### config.mk
export PLATFORM = sky130hd
export DESIGN_NAME = alu_cmd_sequencer
export DESIGN_NICKNAME = d
export VERILOG_FILES = /design/src/rtl/alu_cmd_sequencer.sv
export SDC_FILE = /design/constraint.sdc
export NUM_CORES = 1
export LEC_CHECK = 0
export CAP_MARGIN = 20
export CORE_ASPECT_RATIO = 1.75
export CORE_MARGIN = 2
export CORE_UTILIZATION = 47
export DETAILED_ROUTE_END_ITERATION = 6
export PLACE_DENSITY_LB_ADDON = 0.2
export SKIP_CTS_REPAIR_TIMING = 1
export SLEW_MARGIN = 10
export SYNTH_ARGS = -nofsm -noshare
export SYNTH_HDL_FRONTEND = slang
export SYNTH_SLANG_ARGS = --single-unit
### constraint.sdc
create_clock -name clk -period 2.25 [get_ports clk]
set_input_delay 0.675 -clock clk [delete_from_list [all_inputs] [get_ports clk]]
set_output_delay 0.675 -clock clk [all_outputs]
set_load 0.01 [all_outputs]
### src/rtl/alu_cmd_sequencer.sv
// -----------------------------------------------------------------------------
// alu_cmd_sequencer
//
// Purpose:
//   Feeds a 4-bit combinational mode ALU (add/sub/mul/and). Commands
//   {mode,a,b} are buffered in a DEPTH-entry FIFO. The FIFO head is presented
//   on the ALU inputs, and the ALU result is registered into a single response
//   slot with valid/ready flow control. Commands stay in order.
//
// Parameters:
//   DEPTH  command FIFO entries (power of two, >= 2)
//   W      operand/result width (must match the ALU)
//
// Ports:
//   clk, rst             rising-edge clock, synchronous active-high reset
//   flush                synchronous clear of FIFO and response slot
//   cmd_valid/cmd_ready  command handshake; cmd_mode/cmd_a/cmd_b payload
//   alu_mode/alu_a/alu_b FIFO head towards the ALU (zero when empty)
//   alu_result           combinational ALU result for the current head
//   rsp_valid/rsp_ready  response handshake; rsp_result/rsp_mode payload
//   fifo_count           number of buffered commands, 0..DEPTH
//   rsp_total            handshake counter, saturating at 255
//                        (present only with ALU_CMD_SEQ_STATS_EN defined)
//
// Build option:
//   ALU_CMD_SEQ_STATS_EN  adds the rsp_total port and its counter.
// -----------------------------------------------------------------------------
module alu_cmd_sequencer #(
    parameter int DEPTH = 4,
    parameter int W     = 4
) (
    input  logic                       clk,
    input  logic                       rst,
    input  logic                       flush,
    input  logic                       cmd_valid,
    output logic                       cmd_ready,
    input  logic [1:0]                 cmd_mode,
    input  logic [W-1:0]               cmd_a,
    input  logic [W-1:0]               cmd_b,
    output logic [1:0]                 alu_mode,
    output logic [W-1:0]               alu_a,
    output logic [W-1:0]               alu_b,
    input  logic [W-1:0]               alu_result,
    output logic                       rsp_valid,
    input  logic                       rsp_ready,
    output logic [W-1:0]               rsp_result,
    output logic [1:0]                 rsp_mode,
    output logic [$clog2(DEPTH):0]     fifo_count
`ifdef ALU_CMD_SEQ_STATS_EN
    ,
    output logic [7:0]                 rsp_total
`endif
);

    localparam int AW = $clog2(DEPTH);
    localparam int CW = AW + 1;
    localparam logic [CW-1:0] FULL = CW'(DEPTH);

    // FIFO storage (data only, no reset needed)
    logic [1:0]    r_fifo_mode [DEPTH];
    logic [W-1:0]  r_fifo_a    [DEPTH];
    logic [W-1:0]  r_fifo_b    [DEPTH];

    // Control state
    logic [AW-1:0] r_wptr;
    logic [AW-1:0] r_rptr;
    logic [CW-1:0] r_count;
    logic          r_rsp_valid;
    logic [W-1:0]  r_rsp_result;
    logic [1:0]    r_rsp_mode;

    logic          w_empty;
    logic          w_push;
    logic          w_pop;

    assign w_empty   = (r_count == '0);
    // Depends only on registered state and flush, never on rsp_ready, so a
    // full FIFO refuses a push even in a cycle where it also pops.
    assign cmd_ready = (r_count < FULL) && !flush;
    assign w_push    = cmd_valid && cmd_ready;
    // The response slot is free if empty or being drained this cycle.
    assign w_pop     = !w_empty && (!r_rsp_valid || rsp_ready);

    // Head is forced to zero when empty so the ALU never sees stale entries.
    assign alu_mode  = w_empty ? 2'b00 : r_fifo_mode[r_rptr];
    assign alu_a     = w_empty ? '0    : r_fifo_a[r_rptr];
    assign alu_b     = w_empty ? '0    : r_fifo_b[r_rptr];

    assign rsp_valid  = r_rsp_valid;
    assign rsp_result = r_rsp_result;
    assign rsp_mode   = r_rsp_mode;
    assign fifo_count = r_count;

    // Command write stage
    always_ff @(posedge clk) begin
        if (w_push) begin
            r_fifo_mode[r_wptr] <= cmd_mode;
            r_fifo_a[r_wptr]    <= cmd_a;
            r_fifo_b[r_wptr]    <= cmd_b;
        end
    end

    // Pointer/count control and response capture stage
    always_ff @(posedge clk) begin
        if (rst) begin
            r_wptr       <= '0;
            r_rptr       <= '0;
            r_count      <= '0;
            r_rsp_valid  <= 1'b0;
            r_rsp_result <= '0;
            r_rsp_mode   <= 2'b00;
        end else if (flush) begin
            // Payload registers are left alone; rsp_valid=0 hides them.
            r_wptr      <= '0;
            r_rptr      <= '0;
            r_count     <= '0;
            r_rsp_valid <= 1'b0;
        end else begin
            if (w_push) begin
                r_wptr <= r_wptr + AW'(1);
            end
            if (w_pop) begin
                r_rptr <= r_rptr + AW'(1);
            end
            case ({w_push, w_pop})
                2'b10:   r_count <= r_count + CW'(1);
                2'b01:   r_count <= r_count - CW'(1);
                default: r_count <= r_count;
            endcase
            if (w_pop) begin
                r_rsp_valid  <= 1'b1;
                r_rsp_result <= alu_result;
                r_rsp_mode   <= alu_mode;
            end else if (r_rsp_valid && rsp_ready) begin
                r_rsp_valid <= 1'b0;
            end
        end
    end

`ifdef ALU_CMD_SEQ_STATS_EN
    logic [7:0] r_rsp_total;

    assign rsp_total = r_rsp_total;

    // Handshake statistics stage; a flush cycle leaves the count untouched.
    always_ff @(posedge clk) begin
        if (rst) begin
            r_rsp_total <= 8'd0;
        end else if (!flush && r_rsp_valid && rsp_ready && (r_rsp_total != 8'hFF)) begin
            r_rsp_total <= r_rsp_total + 8'd1;
        end
    end
`endif

endmodule

==> results.tsv, run 1 <==
stage	metric	value	unit
run_status	outcome	finished, violations left	
run_status	failed_checks	negative setup slack	
cells_and_area	nFillCells	355	
clock_network	tritoncts_num_sinks	56	
global_routing	first_pass_grt_wire_length	6.96	mm
power	power.density_cell_area	702	nW/µm²
global_routing	grt_max_degree	19	
die	die_h	96.5	µm
timing	worst_clock_skew	0.00689	ns
placed_design	place_hpwl	3.03	mm
timing	timing.slew.headroom	78.5	%
min_path	timing.hold.worst.start	rsp_result[1]	
detailed_routing	detailroute.via_count	1432	
worst_setup_path	timing.critical_path.to	alu_a[0]	
worst_setup_path	worst-endpoint-arrival	1.62	ns
synthesis	synth_seq_cells	56	
clock_network	htree_num_levels	2	
worst_setup_path	worst-path-max-fanout	5	
worst_setup_path	worstReg2RegStart	fifo_count[2]	
clock_network	clk_lat_worst_skew	0.30	ns
timing	finalCriticalPeriod	2.29	ns
min_path	worst_hold_path.num_cells	2	
worst_setup_path	crit_slowest_cell	mux4_2	
cells_and_area	n_antenna_cell	0	
clock_network	clock-root-buffer	clkbuf_8	
timing	grt_setup_unrepaired	true	
worst_setup_path	worst-r2r-setup-slack	0.27	ns
cells_and_area	layout-drive-gt1-share	30.1	%
detailed_routing	detail-route-antenna-nets	0	
worst_setup_path	worstSetupStartpointType	flop	
detailed_routing	drtPass1Iterations	4	
power	peakVddDrop	558	µV
synthesis	yosys_warning_count	0	
cells_and_area	syn2layout_area_growth	35.3	%
synthesis	yosys.cell_types.count	27	
synthesis	yosys.area.top_type	edfxtp_1	
detailed_routing	route.detailed.vias_per_inst	5.55	
timing	max_freq	436	MHz
die	die_w	56.9	µm
detailed_routing	drt-wirelength-per-cell	17.0	µm
timing	fin_crit_share	102	%
die	io-pin-count	40	
worst_setup_path	crit_path_end_kind	output port	
global_routing	globalRouteTotalUtil	17.1	%
die	design.core.area	4710	µm²
timing	drv_slew	0	
cells_and_area	layout.area.seq	1530	µm²
global_routing	antenna_violations_before_repair	0	
die	die_area	5490	µm²
placed_design	post-place-cells	249	
detailed_routing	routed_wl	4.38	mm
clock_network	cts_made_buffers	5	
worst_setup_path	worst-setup-path-type	reg2out	
cells_and_area	nets	230	
timing	worst_slew_pin_slew	0.323	ns
synthesis	synth_top_area_share	52.3	%
worst_setup_path	critPathTopFamily	multiplexers	
global_routing	first_global_vias	1541	
synthesis	yosys-top-cells-area	edfxtp_1, dfxtp_1, mux4_2	
synthesis	seq_area_frac_synth	66.2	%
min_path	hold_path.class	reg2reg	
clock_network	tritoncts	done	
worst_setup_path	worst-path-stages	4	
cells_and_area	fin_cells	258	
die	core.rowCount	33	
cells_and_area	most-common-layout-cells	edfxtp_1, clkdlybuf4s50_1, dfxtp_1, a21oi_1, buf_4	
global_routing	grt_remaining_overflow	0	
die	effective_utilization_at_floorplan	48.8	%
detailed_routing	initialDrtViolationCount	48	
cells_and_area	multi_input_area	717	µm²
worst_setup_path	worst_r2r_endpoint	fifo_count[2]	
cells_and_area	final_core_util	66.1	%
synthesis	post_synth_net_total	175	
placed_design	final_weighted_congestion_of_routability_driven_global_placement	0.832	
worst_setup_path	critical_path.max_stage_delay	0.49	ns
detailed_routing	drt_drc_violations_left	0	
placed_design	port_buffers	39	
worst_setup_path	ff2ff_path_depth	9	
synthesis	post_synth_inst_count	150	
worst_setup_path	path_cells	clkbuf_16, mux4_2, and2_4, buf_6	
synthesis	synth_area	2300	µm²
timing	setup_viol	9	
clock_network	cts-root-to-sink-buffers	2	
clock_network	cts.clk_slew.worst_paths	0.10	ns
synthesis	postSynthAreaPerCell	15.3	µm²
timing	hold_viol_final	0	
run	cap_violations	0	
power	leakage_power	1.11	nW
cells_and_area	commonest_non_fill_non_tap_cell_in_the_layout	edfxtp_1	
timing	min_setup_slack_post_route	-0.0434	ns
worst_setup_path	worst_ep_required_time	1.57	ns
worst_setup_path	worstPathBufferInverterCount	2	
==> power by group <==
part | switching (mW) | total (mW) | internal, mW
Combinational | 0.123 | 0.281 | 0.158
Sequential | 0.00973 | 1.13 | 1.13
Clock | 0.319 | 0.767 | 0.448
Total | 0.452 | 2.18 | 1.73
==> through the flow <==
stage                     total power [mW]  instance area, µm²  hold WS, ns  TNS [ns]  setup slack [ns]
after global placement                1.41                2890        0.454     -1.20            -0.277
after global routing                  2.26                3110        0.506    -0.642           -0.0839
after floorplan                       1.28                2300        0.455         0            0.0717
final                                 2.18                3110        0.475    -0.133           -0.0434
after CTS                             2.19                3030        0.481     -4.63            -0.455
after detailed placement              1.42                2890        0.466     -1.49            -0.372
==> synth_stat cells <==
master and n:
inv_1 8, clkbuf_2 1, o21ai_0 2, or2_2 1, buf_6 4, nand3_1 1, mux2i_1 1, ha_1 5
nor2_1 7, nand2b_1 1, and2_1 14, edfxtp_1 40, nand4_1 6, nor3b_2 1, a21oi_1 12, xor2_1 2
xnor2_1 1, buf_2 2, clkbuf_1 2, dfxtp_1 16, or4_1 1, or3_1 2, mux4_2 10, nor2b_1 1
fa_1 1, o31ai_1 7, nor3_1 1
==> tightest hold or removal path, delay by kind of cell (launching register included) <==
| kind | cells | cell delay (ns) |
|---|---|---|
| compound gates | 2 | 0.12 |
| flops | 1 | 0.32 |
==> worst min path at each step <==
| stage | endpoint | slack [ns] |
|---|---|---|
| 2_1_floorplan | flop | 0.45 |
| 3_3_place_gp | rsp_result[1] | 0.45 |
| 3_5_place_dp | rsp_result[1] | 0.47 |
| 4_1_cts | rsp_result[1] | 0.48 |
| 5_1_grt | rsp_result[3] | 0.51 |
| 6_report | rsp_result[1] | 0.47 |
==> logic make-up after synthesis <==
group,count (synthesis),share of synthesized area [%]
AO/OA/AOI/OAI,21,5.33
AND/OR/NAND/NOR,36,9.25
adder cells (fa/ha/maj),6,3.59
flip-flops,56,66.2
XOR/XNOR,3,1.14
multiplexers,11,10.2
buffers and inverters,17,4.25
==> final cells by class <==
cell class	count	share of cell area [%]
flip-flops and latches	56	49.1
multi-input cells	77	23.1
repair buffers	57	20.4
clock buffers	5	2.21
clock inverters	3	2.21
well taps	52	2.09
inverters	8	0.966
==> flip-flops by register name (all words and copies together), names as in the netlist, named ones only <==
signal / cells
rsp_result: 4
r_rptr: 2
r_fifo_mode: 8
r_wptr: 2
rsp_mode: 2
fifo_count: 3
r_fifo_a: 16
r_fifo_b: 16
rsp_valid: 1
==> per-layer routing <==
layer  routed length [µm]  GRT usage [%]  share of wire [%]
met1                 1680           17.4                 38
met2                 2440           32.3                 56
met3                  186           3.60                4.2
met4                   73           8.72                1.7
met5                    0              0                  0
Power figures use the tool's default switching activity.
==> run 2: changes to the inputs <==
--- a/config.mk
+++ b/config.mk
@@ -5,7 +5,7 @@
 export SDC_FILE = /design/constraint.sdc
 export NUM_CORES = 1
 export LEC_CHECK = 0
-export CAP_MARGIN = 20
+export CAP_MARGIN = 25
 export CORE_ASPECT_RATIO = 1.75
 export CORE_MARGIN = 2
 export CORE_UTILIZATION = 47
==> results of run 2 <==
Same layout as run 1: the final DEF is identical, and so are final timing and power.
